`config.mk`:
```
export PLATFORM = sky130hd
export DESIGN_NAME = multi_ctrl
export DESIGN_NICKNAME = d
export VERILOG_FILES = /design/src/rtl/multi_ctrl.sv
export SDC_FILE = /design/constraint.sdc
export NUM_CORES = 1
export LEC_CHECK = 0
export ABC_AREA = 1
export CORE_AREA = 5 5 42 44
export CTS_CLUSTER_DIAMETER = 80
export DETAILED_ROUTE_END_ITERATION = 8
export DIE_AREA = 0 0 47 49
export HOLD_SLACK_MARGIN = 0.12
export PLACE_DENSITY = 0.61
export SYNTH_ARGS = -nofsm -noshare
export SYNTH_HDL_FRONTEND = slang
export SYNTH_SLANG_ARGS = --single-unit
```
`constraint.sdc`:
```
create_clock -name clk -period 1.33 [get_ports clk]
set_clock_uncertainty 0.15 [all_clocks]
set_input_delay 0.3325 -clock clk [delete_from_list [all_inputs] [get_ports clk]]
set_output_delay 0.3325 -clock clk [all_outputs]
set_load 0.1 [all_outputs]
```
`src/rtl/multi_ctrl.sv`:
```
// multi_ctrl: control FSM for the 4-bit shift-add multiplier `multi`.
// Optional macro DONE_ACK_EN: hold DONE until ack is sampled high.
//
// Ports:
//   clk   - system clock, rising edge
//   clr   - asynchronous active-high reset
//   start - level request, sampled only in IDLE
//   b0    - LSB of datapath B register
//   ack   - done acknowledge (DONE_ACK_EN builds only)
//   dclr  - datapath clear strobe
//   ld    - load A/B operands
//   ldp   - P upper += A (gated by b0)
//   shp   - shift P right
//   shb   - shift B right
//   busy  - operation in progress (any state but IDLE)
//   done  - operation complete
module multi_ctrl #(
    parameter int N = 4,
    localparam int CW = $clog2(N + 1)
) (
    input  logic clk,
    input  logic clr,
    input  logic start,
    input  logic b0,
    input  logic ack,
    output logic dclr,
    output logic ld,
    output logic ldp,
    output logic shp,
    output logic shb,
    output logic busy,
    output logic done
);

    typedef enum logic [2:0] {
        S_IDLE,
        S_CLEAR,
        S_LOAD,
        S_ADD,
        S_SHP,
        S_SHB,
        S_DONE
    } state_t;

    state_t        state;
    state_t        nxt;
    logic [CW-1:0] cnt;
    logic [CW-1:0] cnt_nxt;

`ifndef DONE_ACK_EN
    logic unused_ack;
    assign unused_ack = ack;
`endif

    always_ff @(posedge clk or posedge clr) begin
        if (clr) begin
            state <= S_IDLE;
            cnt   <= '0;
        end else begin
            state <= nxt;
            cnt   <= cnt_nxt;
        end
    end

    always_comb begin
        nxt     = state;
        cnt_nxt = cnt;
        dclr    = 1'b0;
        ld      = 1'b0;
        ldp     = 1'b0;
        shp     = 1'b0;
        shb     = 1'b0;
        done    = 1'b0;
        busy    = (state != S_IDLE);
        unique case (state)
            S_IDLE: begin
                if (start) nxt = S_CLEAR;
            end
            S_CLEAR: begin
                dclr    = 1'b1;
                cnt_nxt = CW'(N);
                nxt     = S_LOAD;
            end
            S_LOAD: begin
                ld  = 1'b1;
                nxt = S_ADD;
            end
            S_ADD: begin
                // B is stable here: it last moved at LOAD/SHB
                ldp = b0;
                nxt = S_SHP;
            end
            S_SHP: begin
                shp = 1'b1;
                nxt = S_SHB;
            end
            S_SHB: begin
                shb     = 1'b1;
                cnt_nxt = cnt - 1'b1;
                // exit at 1 so cnt never wraps
                if (cnt != CW'(1)) nxt = S_ADD;
                else               nxt = S_DONE;
            end
            S_DONE: begin
                done = 1'b1;
`ifdef DONE_ACK_EN
                if (ack) nxt = S_IDLE;
`else
                nxt = S_IDLE;
`endif
            end
            default: begin
                nxt = S_IDLE;
            end
        endcase
    end

endmodule

```
# Word level (Yosys, flattened, before mapping)
# Cells that the tools add are included.
# Widths: inputs -> output; s select.
dict set report classes {
  add_sub_neg 1
  eq_ne 8
  n_mux 10
  n_reduce_logical 3
}
# op count
set op_table {}
lappend op_table {{$pmux 3 s6} 1}
lappend op_table {{$eq 3x3->1 const B} 3}
lappend op_table {{$eq 3x2->1 const B} 2}
lappend op_table {{$mux 1} 6}
lappend op_table {{$mux 3} 2}
lappend op_table {{$pmux 3 s2} 1}
lappend op_table {{$eq 3x1->1 const B} 1}
lappend op_table {{$logic_not 3->1} 1}
lappend op_table {{$ne 3x1->1 const B} 1}
lappend op_table {{$reduce_bool 3->1} 1}
lappend op_table {{$sub 3x1->3 const B} 1}
lappend op_table {{$ne 2x2->1 const B} 1}
lappend op_table {{$reduce_bool 2->1} 1}
dict set report totals {
  regBits 6
  inputBits 5
  out_inout_bits 7
  elab_cells 24
}

# Longest topological paths before layout
# Gate-level depths: netlist of run 1.
dict set report depth {
  depth_word 3
  depth_mapped 6
}

# Worst setup path after synthesis of run 1
# No wires, ideal clock.
dict set report synth_path {
  path_type {reg-to-output}
  start {reg state[2]}
  end {out ldp}
  arrival_ns 1.938
  required_ns 0.847
  path_slack_ns -1.090
  path_stages_with_launch 5
  path_buffers 1
  cell_sequence {dfrtp_1 -> clkbuf_2 -> inv_1 -> nand3_1 -> nor2_1}
}
dict set report synth_via {
  elab_chain_cells 2
}
# item line
set synth_rtl {}
lappend synth_rtl {{start: declaration} 45} ;# state_t state;
lappend synth_rtl {{start signal: assignment} 60} ;# state <= nxt;
lappend synth_rtl {{$eq 3x2->1} 75} ;# unique case (state)
lappend synth_rtl {{$mux 1} 75}
lappend synth_rtl {{end: declaration} 28} ;# output logic ldp,
# Every way passes these cells.

# Worst setup path after layout of run 1
dict set report layout_path {
  start {reg state[1]}
  end {out shb}
}
dict set report layout_via {
  elab_chain_cells 2
}
# item line
set layout_rtl {}
lappend layout_rtl {{$eq 3x3->1} 75}
lappend layout_rtl {{$mux 1} 75}
lappend layout_rtl {{end: declaration} 30} ;# output logic shb,
# Every way passes these cells.

==> results of run 1 <==
-- per-stage QoR --
stage               hold slack (ns)  instance area, µm²  worst slack, ns  instances  setup TNS [ns]
global placement              0.319                 671           -0.266         85          -0.952
finish                        0.162                 739           -0.335         91           -2.37
floorplan                   -0.0267                 434           -0.289         52           -1.71
detailed placement            0.322                 671           -0.273         85          -0.962
CTS                           0.158                 726           -0.348         90           -2.34
global route                  0.165                 739           -0.402         91           -2.90
-- timing repair --
item / 4_1_cts / 5_1_grt
pin swaps: 4 / 1
endpoints found under the setup margin: 7 / 8
setup buffers: 2 / 1
gates resized for setup: 6 / 2
hold endpoints to repair: 0 / 0
-- layer usage --
| metal | part of all wire (%) | GRT usage, % | vias up |
|---|---|---|---|
| met5 | 0 | 0 | - |
| met4 | 0.63 | 5.53 | 0 |
| met3 | 6.2 | 4.43 | 2 |
| met2 | 53 | 15.6 | 12 |
| met1 | 40 | 10.5 | 166 |
| li1 | - | - | 202 |
-- synth_stat cells (all sizes together) --
cell type / n
a21oi: 1
clkbuf: 1
dfrtp: 6
ha: 2
inv: 14
nand2: 13
nand3: 5
nand4: 1
nor2: 6
o21ai: 3
-- flip-flops by register name, indices dropped and copies added, names as in the netlist --
| name | cells |
|---|---|
| state | 3 |
| cnt | 3 |
-- kinds of logic (layout without fill, tap and decap cells) --
family,Yosys count,after routing,synth area share [%]
fa+ha+maj,2,2,6.78
compound gates,4,4,6.44
flops,6,6,40.7
simple gates,25,25,30.5
buf+inv,15,38,15.6
-- final timing paths --
path / endpoint / slack (ns)
min reg2reg: cnt[1] / 0.33
min in group clk: cnt[1] / 0.33
max reg2reg: cnt[0] / -0.06
max in group asynchronous: state[2] / 0.64
min: cnt[1] / 0.16
max: shb / -0.33
-- critical path: stages, from the launching register on --
cell and delay, ns:
dfrtp_2 0.46, nor2_4 0.14, nand2_2 0.09, clkinvlp_4 0.09, buf_12 0.16
-- area by class of cell --
class | count | area share (%)
Clock buffer | 3 | 3.05
Inverter | 14 | 9.64
Multi-Input combinational cell | 31 | 29.1
Sequential cell | 6 | 20.8
Tap cell | 16 | 2.71
Timing Repair Buffer | 21 | 34.7
==> summary.md, run 1 <==
| Metric | Value |
|---|---|
| Gr ovfl total | `0` |
| Final Max Slew Viols | `0` |
| Mean Syn Cell Area | `7.10 µm²` |
| Die Area | `around 0.0023 mm²` |
| Hold_buf cts | `0` |
| Die Height | `slightly below 50 µm` |
| Cells after synthesis | `52` |
| Skew-Pair Late Insertion Delay | `roughly 0.24 ns` |
| Post-synth top area share | `40.7%` |
| Hold WC Path Type | `input port to async pin` |
| Final wirelength | `~950 µm` |
| Unique masters post-synth | `15` |
| YS warnings | `0` |
| Most frequent cells in the layout | `buf_4, inv_1, nand2_1` |
| Mapped cell area | `between 300 and 400 µm²` |
| Bufs on Longest Clock Path | `2` |
| Initial Utilization | `around a quarter` |
| Worst-path fanout max | `6` |
| Post-synth top area cell | `dfrtp_1` |
| Yosys reg bits | `6` |
| Status | `finished with violations` |
| Seq/Total Area, Yosys | `around 41%` |
| Routed vias/inst | `~4.2` |
| Setup crit start kind | `flip-flop` |
| Worst slew pin tran | `~0.26 ns` |
| Layout area overhead | `100%` |
| Final WS setup | `-0.335 ns` |
| Max cap viols | `0` |
| Hpwl dp | `715 µm` |
| Fin util | `52.8%` |
| Die Wd | `about 47 µm` |
| Most common cell after layout, fill and taps aside | `buf_4` |
| Final setup vio count | `9` |
| Total GRT Usage | `between 9 and 10%` |
| Area of the multi-input gates | `between 200 and 250 µm²` |
| Reg clk slew, reported paths | `approximately 0.050 ns` |
| Total number of clock tree sinks | `6` |
| Clock Tree Root | `clkbuf_4` |
| Reg area | `around 150 µm²` |
| Largest net degree at the start of global routing | `7` |
| Initial antenna violation count | `0` |
| 1st-iter DRT viols | `3` |
| Synth top area cells | `dfrtp_1, inv_1, nand2_1` |
| H-tree depth | `1` |
| TritonRoute pass-1 iters | `4` |
| # fillers | `around 140` |
| Remaining antenna violation count after routing | `0` |
| Core area | `approximately 0.0014 mm²` |
| CP Data Arrival Time | `1.18 ns` |
| RePlAce Congestion | `between 0.7 and 0.8` |
| CP startpoint | `state[1]` |
| Final nets | `84` |
| Slew headroom | `82.7%` |
| CTS tree | `done` |
| Reg2Reg Launch Point | `state[1]` |
| WL per Instance | `between 10 and 15 µm` |
| Number of global-route vias before repair | `417` |
| Failing checks | `negative setup slack` |
| Syn Nets | `59` |
| Register-to-Register Path Depth | `6` |
| IO Pins | `12` |
| Share of cells above drive strength 1 | `between 50% and 60%` |
| Crit path kind | `flip-flop to primary output` |
| WP data required | `about 0.85 ns` |
| Min cycle time layout | `around 1.7 ns` |
| CTS Buf Count | `3` |
| # DRC | `0` |
| Input/output buffers | `10` |
| ANT cells | `0` |
| Final period utilization | `125%` |
| Vias | `382` |
| CP Capture Type | `primary output` |
| First-pass GRT wire length | `1.62 mm` |
| Final hold vios | `0` |
| Core Rows | `14` |
| FMAX | `about 0.60 GHz` |
| RSZ-0062 raised after global routing | `true` |
Power of run 1 is left out: the tool's default activity adds up to more than one toggle a clock period on the data nets, which glitch-free logic cannot reach.
==> run 2: changes to the inputs <==
--- a/config.mk
+++ b/config.mk
@@ -6,12 +6,15 @@
 export NUM_CORES = 1
 export LEC_CHECK = 0
 export ABC_AREA = 1
-export CORE_AREA = 5 5 42 44
+export CELL_PAD_IN_SITES_DETAIL_PLACEMENT = 0
+export CELL_PAD_IN_SITES_GLOBAL_PLACEMENT = 1
+export CORE_MARGIN = 5
+export CORE_UTILIZATION = 28
 export CTS_CLUSTER_DIAMETER = 80
 export DETAILED_ROUTE_END_ITERATION = 8
-export DIE_AREA = 0 0 47 49
 export HOLD_SLACK_MARGIN = 0.12
-export PLACE_DENSITY = 0.61
+export PLACE_DENSITY = 0.79
+export SETUP_SLACK_MARGIN = 0.05
 export SYNTH_ARGS = -nofsm -noshare
 export SYNTH_HDL_FRONTEND = slang
 export SYNTH_SLANG_ARGS = --single-unit
==> constraint.sdc (replaced) <==
create_clock -name clk -period 1.33 [get_ports clk]
set_clock_uncertainty 0.15 [all_clocks]
set_input_delay 0.1995 -clock clk [delete_from_list [all_inputs] [get_ports clk]]
set_output_delay 0.1995 -clock clk [all_outputs]
set_load 0.1 [all_outputs]
==> run 2 against run 1 <==
Compared with the run above: cell count rose by 2.2%; critical endpoint is now ldp; sequential share of layout area is 0.45 points lower; the flow still finishes with violations (negative setup slack); clock-buffer cell count unchanged.
==> summary.md, run 2 (same netlist as run 1, synthesis figures left out) <==
| Metric | Value |
|---|---|
| Vias | `391 (+2.4%)` |
| Setup crit start kind | `flip-flop` |
| Fin util | `59.6% (+6.8 points)` |
| GR Layer Usage met1 | `10.3% (-0.19 points)` |
| Max cap viols | `0 (unchanged)` |
| TritonRoute pass-1 iters | `4 (unchanged)` |
| Final Max Slew Viols | `0 (unchanged)` |
| Top Registers | `cnt x3, state x3` |
| Final nets | `87 (+3.6%)` |
| Bufs on Longest Clock Path | `2 (unchanged)` |
| CTS tree | `done` |
| Met3 Usage GRT | `3.52% (-0.91 points)` |
| Total number of clock tree sinks | `6 (unchanged)` |
| CP Capture Type | `primary output` |
| Slew headroom | `84.1% (+1.4 points)` |
| Core area | `0.00127 mm² (-9.5%)` |
| Final period utilization | `115% (-9.8 points)` |
| Status | `finished with violations` |
| Final setup vio count | `10 (+1)` |
| First-pass GRT wire length | `1.46 mm (-9.8%)` |
| Critical-path cell list | `clkinv_4 > nand3_4 > nor2_4 > buf_12` |
| Die Wd | `46.3 µm (-1.5%)` |
| Most frequent cells in the layout | `buf_4, inv_1, nand2_1` |
| Reg-to-reg slack, setup | `-0.05 ns (about the same)` |
| WHS | `0.331 ns (+0.169 ns)` |
| Remaining antenna violation count after routing | `0 (unchanged)` |
| Crit path kind | `flip-flop to primary output` |
| GR Layer Usage met2 | `16.5% (+0.87 points)` |
| Hold WC Path Type | `flip-flop to flip-flop` |
| CP Data Arrival Time | `1.19 ns (about the same)` |
| IO Pins | `12 (unchanged)` |
| Min cycle time layout | `1.54 ns (-0.130 ns)` |
| Hold Path Stages | `2` |
| CP max-delay cell | `dfrtp_2` |
| WL per Instance | `9.42 µm (-9.3%)` |
| Routed vias/inst | `4.20 (+0.15%)` |
| Most common cell after layout, fill and taps aside | `buf_4` |
| Final wirelength | `876 µm (-7.3%)` |
| Core Rows | `13 (-1)` |
| ANT cells | `0 (unchanged)` |
| WP data required | `0.98 ns (+0.13 ns)` |
| Total GRT Usage | `9.94% (+0.028 points)` |
| Endpoint, Worst Hold | `cnt[1]` |
| 1st-iter DRT viols | `8 (+5)` |
| GR peak layer | `met2` |
| FMAX | `0.651 GHz (+8.5%)` |
| Gr ovfl total | `0 (unchanged)` |
| Input/output buffers | `10 (unchanged)` |
| Die Area | `0.00214 mm² (-6.9%)` |
| # DRC | `0 (unchanged)` |
| Layout area overhead | `105%` |
| Initial Utilization | `29.1% (+2.8 points)` |
| RSZ-0062 raised after global routing | `true` |
| Reg clk slew, reported paths | `0.04 ns (about the same)` |
| Share of cells above drive strength 1 | `55.1% (+0.46 points)` |
| Largest net degree at the start of global routing | `7 (unchanged)` |
| CTS Buf Count | `3 (unchanged)` |
| Failing checks | `negative setup slack` |
| Reg2reg end | `cnt[1]` |
| Reg2Reg Launch Point | `state[1]` |
| Worst slew pin tran | `0.238 ns (-0.0212 ns)` |
| H-tree depth | `1 (unchanged)` |
| Hold_sp | `cnt[1]` |
| Register-to-Register Path Depth | `6 (unchanged)` |
| Number of global-route vias before repair | `383 (-8.2%)` |
| Initial antenna violation count | `0 (unchanged)` |
| Final hold vios | `0 (unchanged)` |
| Skew-Pair Late Insertion Delay | `0.24 ns (about the same)` |
| Hpwl dp | `730 µm (+2.1%)` |
| CP peak stage delay | `0.46 ns (about the same)` |
| Clock Tree Root | `clkbuf_4` |
| Worst-path fanout max | `6 (unchanged)` |
| Final WS setup | `-0.205 ns (+0.130 ns)` |
| RePlAce Congestion | `0.730 (+3.3%)` |
| Die Height | `46.3 µm (-5.5%)` |
run 2: what timing repair did:
| item | in CTS | in global routing |
|---|---|---|
| setup buffers | 2 | 2 |
| hold buffers | 1 | 0 |
| resized for setup | 5 | 2 |
| endpoints found under the setup margin | 7 | 10 |
| endpoints found under the hold margin | 6 | 0 |
| pin swaps | 3 | 2 |
run 2: final cells by class:
class                           count  area (µm²)
Fill cell                         130         513
Timing Repair Buffer               24         282
Multi-Input combinational cell     31         210
Sequential cell                     6         154
Inverter                           14        68.8
Clock buffer                        3        22.5
Tap cell                           15        18.8
run 2: routing by layer:
layer / vias up / wire length, µm
met5: - / 0
met4: 0 / 19
met3: 3 / 56
met2: 11 / 423
met1: 168 / 377
li1: 209 / -
run 2: worst max-delay path by stage:
stage | from | endpoint | slack [ns] | cells after the start
floorplan | state[2] | ldp | -0.16 | 4
global placement | state[2] | done | -0.03 | 3
detailed placement | state[2] | done | -0.02 | 3
CTS | state[1] | shb | -0.21 | 4
global route | state[1] | shb | -0.27 | 4
finish | state[2] | ldp | -0.21 | 4
run 2: critical path, delay by kind of cell (launching register included):
kind / cells / cell delay, ns
buf+inv: 2 / 0.27
flops: 1 / 0.46
simple gates: 2 / 0.22
run 2: metrics by stage:
step | std cells | setup TNS [ns] | cell area (µm²) | worst slack, ns
2_1_floorplan | 52 | -0.777 | 434 | -0.156
3_3_place_gp | 85 | -0.0326 | 677 | -0.0275
3_5_place_dp | 85 | -0.0331 | 677 | -0.0238
4_1_cts | 91 | -1.42 | 737 | -0.212
5_1_grt | 93 | -2.07 | 756 | -0.274
6_report | 93 | -1.39 | 756 | -0.205
Power of run 2 is left out for the same reason.
==> run 3: changes to the inputs <==
--- a/config.mk
+++ b/config.mk
@@ -15,6 +15,7 @@
 export HOLD_SLACK_MARGIN = 0.12
 export PLACE_DENSITY = 0.79
 export SETUP_SLACK_MARGIN = 0.05
+export SLEW_MARGIN = 20
 export SYNTH_ARGS = -nofsm -noshare
 export SYNTH_HDL_FRONTEND = slang
 export SYNTH_SLANG_ARGS = --single-unit
==> results of run 3 <==
The final DEF is identical to that of run 2; final timing and power are the same.
Power of run 3 is left out for the same reason.
==> edit (settings of run 2) <==
Change the parameter `N` from 4 to 8.
--- a/src/rtl/multi_ctrl.sv
+++ b/src/rtl/multi_ctrl.sv
@@ -16,5 +16,5 @@
 //   done  - operation complete
 module multi_ctrl #(
-    parameter int N = 4,
+    parameter int N = 8,
     localparam int CW = $clog2(N + 1)
 ) (
Function: no difference found for any inputs over 10 cycles, from zero or initial values; that may be too few to reach the edited logic, so the function may still have changed.
==> edit against run 2 <==
The run still ends with negative setup slack left. Sequential cell count grew 1. Area after synthesis grew 10%. Wire length grew 16%. Die area grew 7.9%. Via count grew 4.9%. Sequential share of layout area grew 2.4 points. Design area grew 3.3%. Worst setup slack lost 17 ps. Count of clock-buffer cells in the layout is the same. First-iteration DRC count shrank 13%. Critical path type unchanged.
Power is left out: the tool's default activity adds up to more than one toggle a clock period on the data nets, which glitch-free logic cannot reach.
==> edit: results (changes against run 2) <==
* Met1 wire length at 418 um (+11%)
* Detail Route met2 WL at 517 um (+22%)
* Routed wire length per instance at 11.05 um (+17%)
* Clock network area share at 0.03526 (+0.005455)
* Clock transition at the registers of the reported paths at 60 ps (+20 ps)
* Outcome: complete, but fails checks
* Most frequent cells after synthesis: sky130_fd_sc_hd__inv_1 (13), sky130_fd_sc_hd__dfrtp_1 (7), sky130_fd_sc_hd__nand2_1 (7), sky130_fd_sc_hd__nand3_1 (7), sky130_fd_sc_hd__nor2_1 (4)
* DRC marker count from the first detailed-route iteration at 7 (-1)
* Adder and majority cell fraction of the synthesized area at 0.06154 (-0.006258)
* Post-layout nets at 85 (-2.3%)
* Count of final setup violators at 7 (-3)
* First-pass GRT wire length at 1587 um (+8.5%)
* Share of synthesized area occupied by flip-flops and latches at 0.4308 (+0.02399)
* Number of detailed-route iterations in the first pass at 2 (-2)
* Worst-margin pin slew at 274.5 ps (+36.87 ps)
* Largest delay share family, worst path: buffers and inverters
* Detailed Place HPWL at 750.9 um (+2.8%)
* Comb_multi_in at 30 (-3.2%)
* Number of clock sinks at 7 (+1)
* Maximum fanout count along the critical path at 5 (-1)
* R2r worst-path depth at 7 (+1)
* Hold Worst Slack at 345.8 ps (+15.24 ps)
* Synth top area cells: sky130_fd_sc_hd__dfrtp_1 (43%), sky130_fd_sc_hd__inv_1 (12%), sky130_fd_sc_hd__nand3_1 (8.6%)
* Post-layout worst setup margin at -222.0 ps (-16.89 ps)
* Capture endpoint of the worst hold path: cnt[3]
* Placement-stage cell area at 700.7 um2 (+3.5%)
* Met3 WL post-DR at 40 um (-29%)
* Largest net degree at the start of global routing at 8 (+1)
* Combined area of the multi-input logic cells at 224.0 um2 (+6.5%)
* M2 GR Usage at 0.1689 (+0.004030)
* Met3 track demand over resource in global routing at 0.02583 (-0.009326)
* Failing checks: negative setup slack
* Final weighted congestion in routability-driven placement at 0.7337 (+0.49%)
-- edit: cell count changes in the layout (fill, tap and decap cells not counted), sizes merged, moves of 2 or more --
cell,change
nand2,-5
buf,-3
nand3,+2
o21ai,-2
o22ai,+2
-- edit: what timing repair did --
| action | CTS | global route |
|---|---|---|
| hold buffers | 1 | 0 |
| buffers inserted | 2 | 0 |
| resized for setup | 5 | 4 |
| endpoints found under the hold margin | 7 | 0 |
| pin swaps | 4 | 1 |
| cloned | 0 | 0 |
| endpoints found under the setup margin | 7 | 11 |
-- edit: per-stage QoR --
| step | setup WS, ps | TNS [ps] |
|---|---|---|
| 2_1_floorplan | -156.4 | -636.2 |
| 3_3_place_gp | -19.44 | -19.62 |
| 3_5_place_dp | -20.58 | -20.58 |
| 4_1_cts | -222.6 | -1368 |
| 5_1_grt | -263.7 | -1724 |
| 6_report | -222.0 | -1391 |
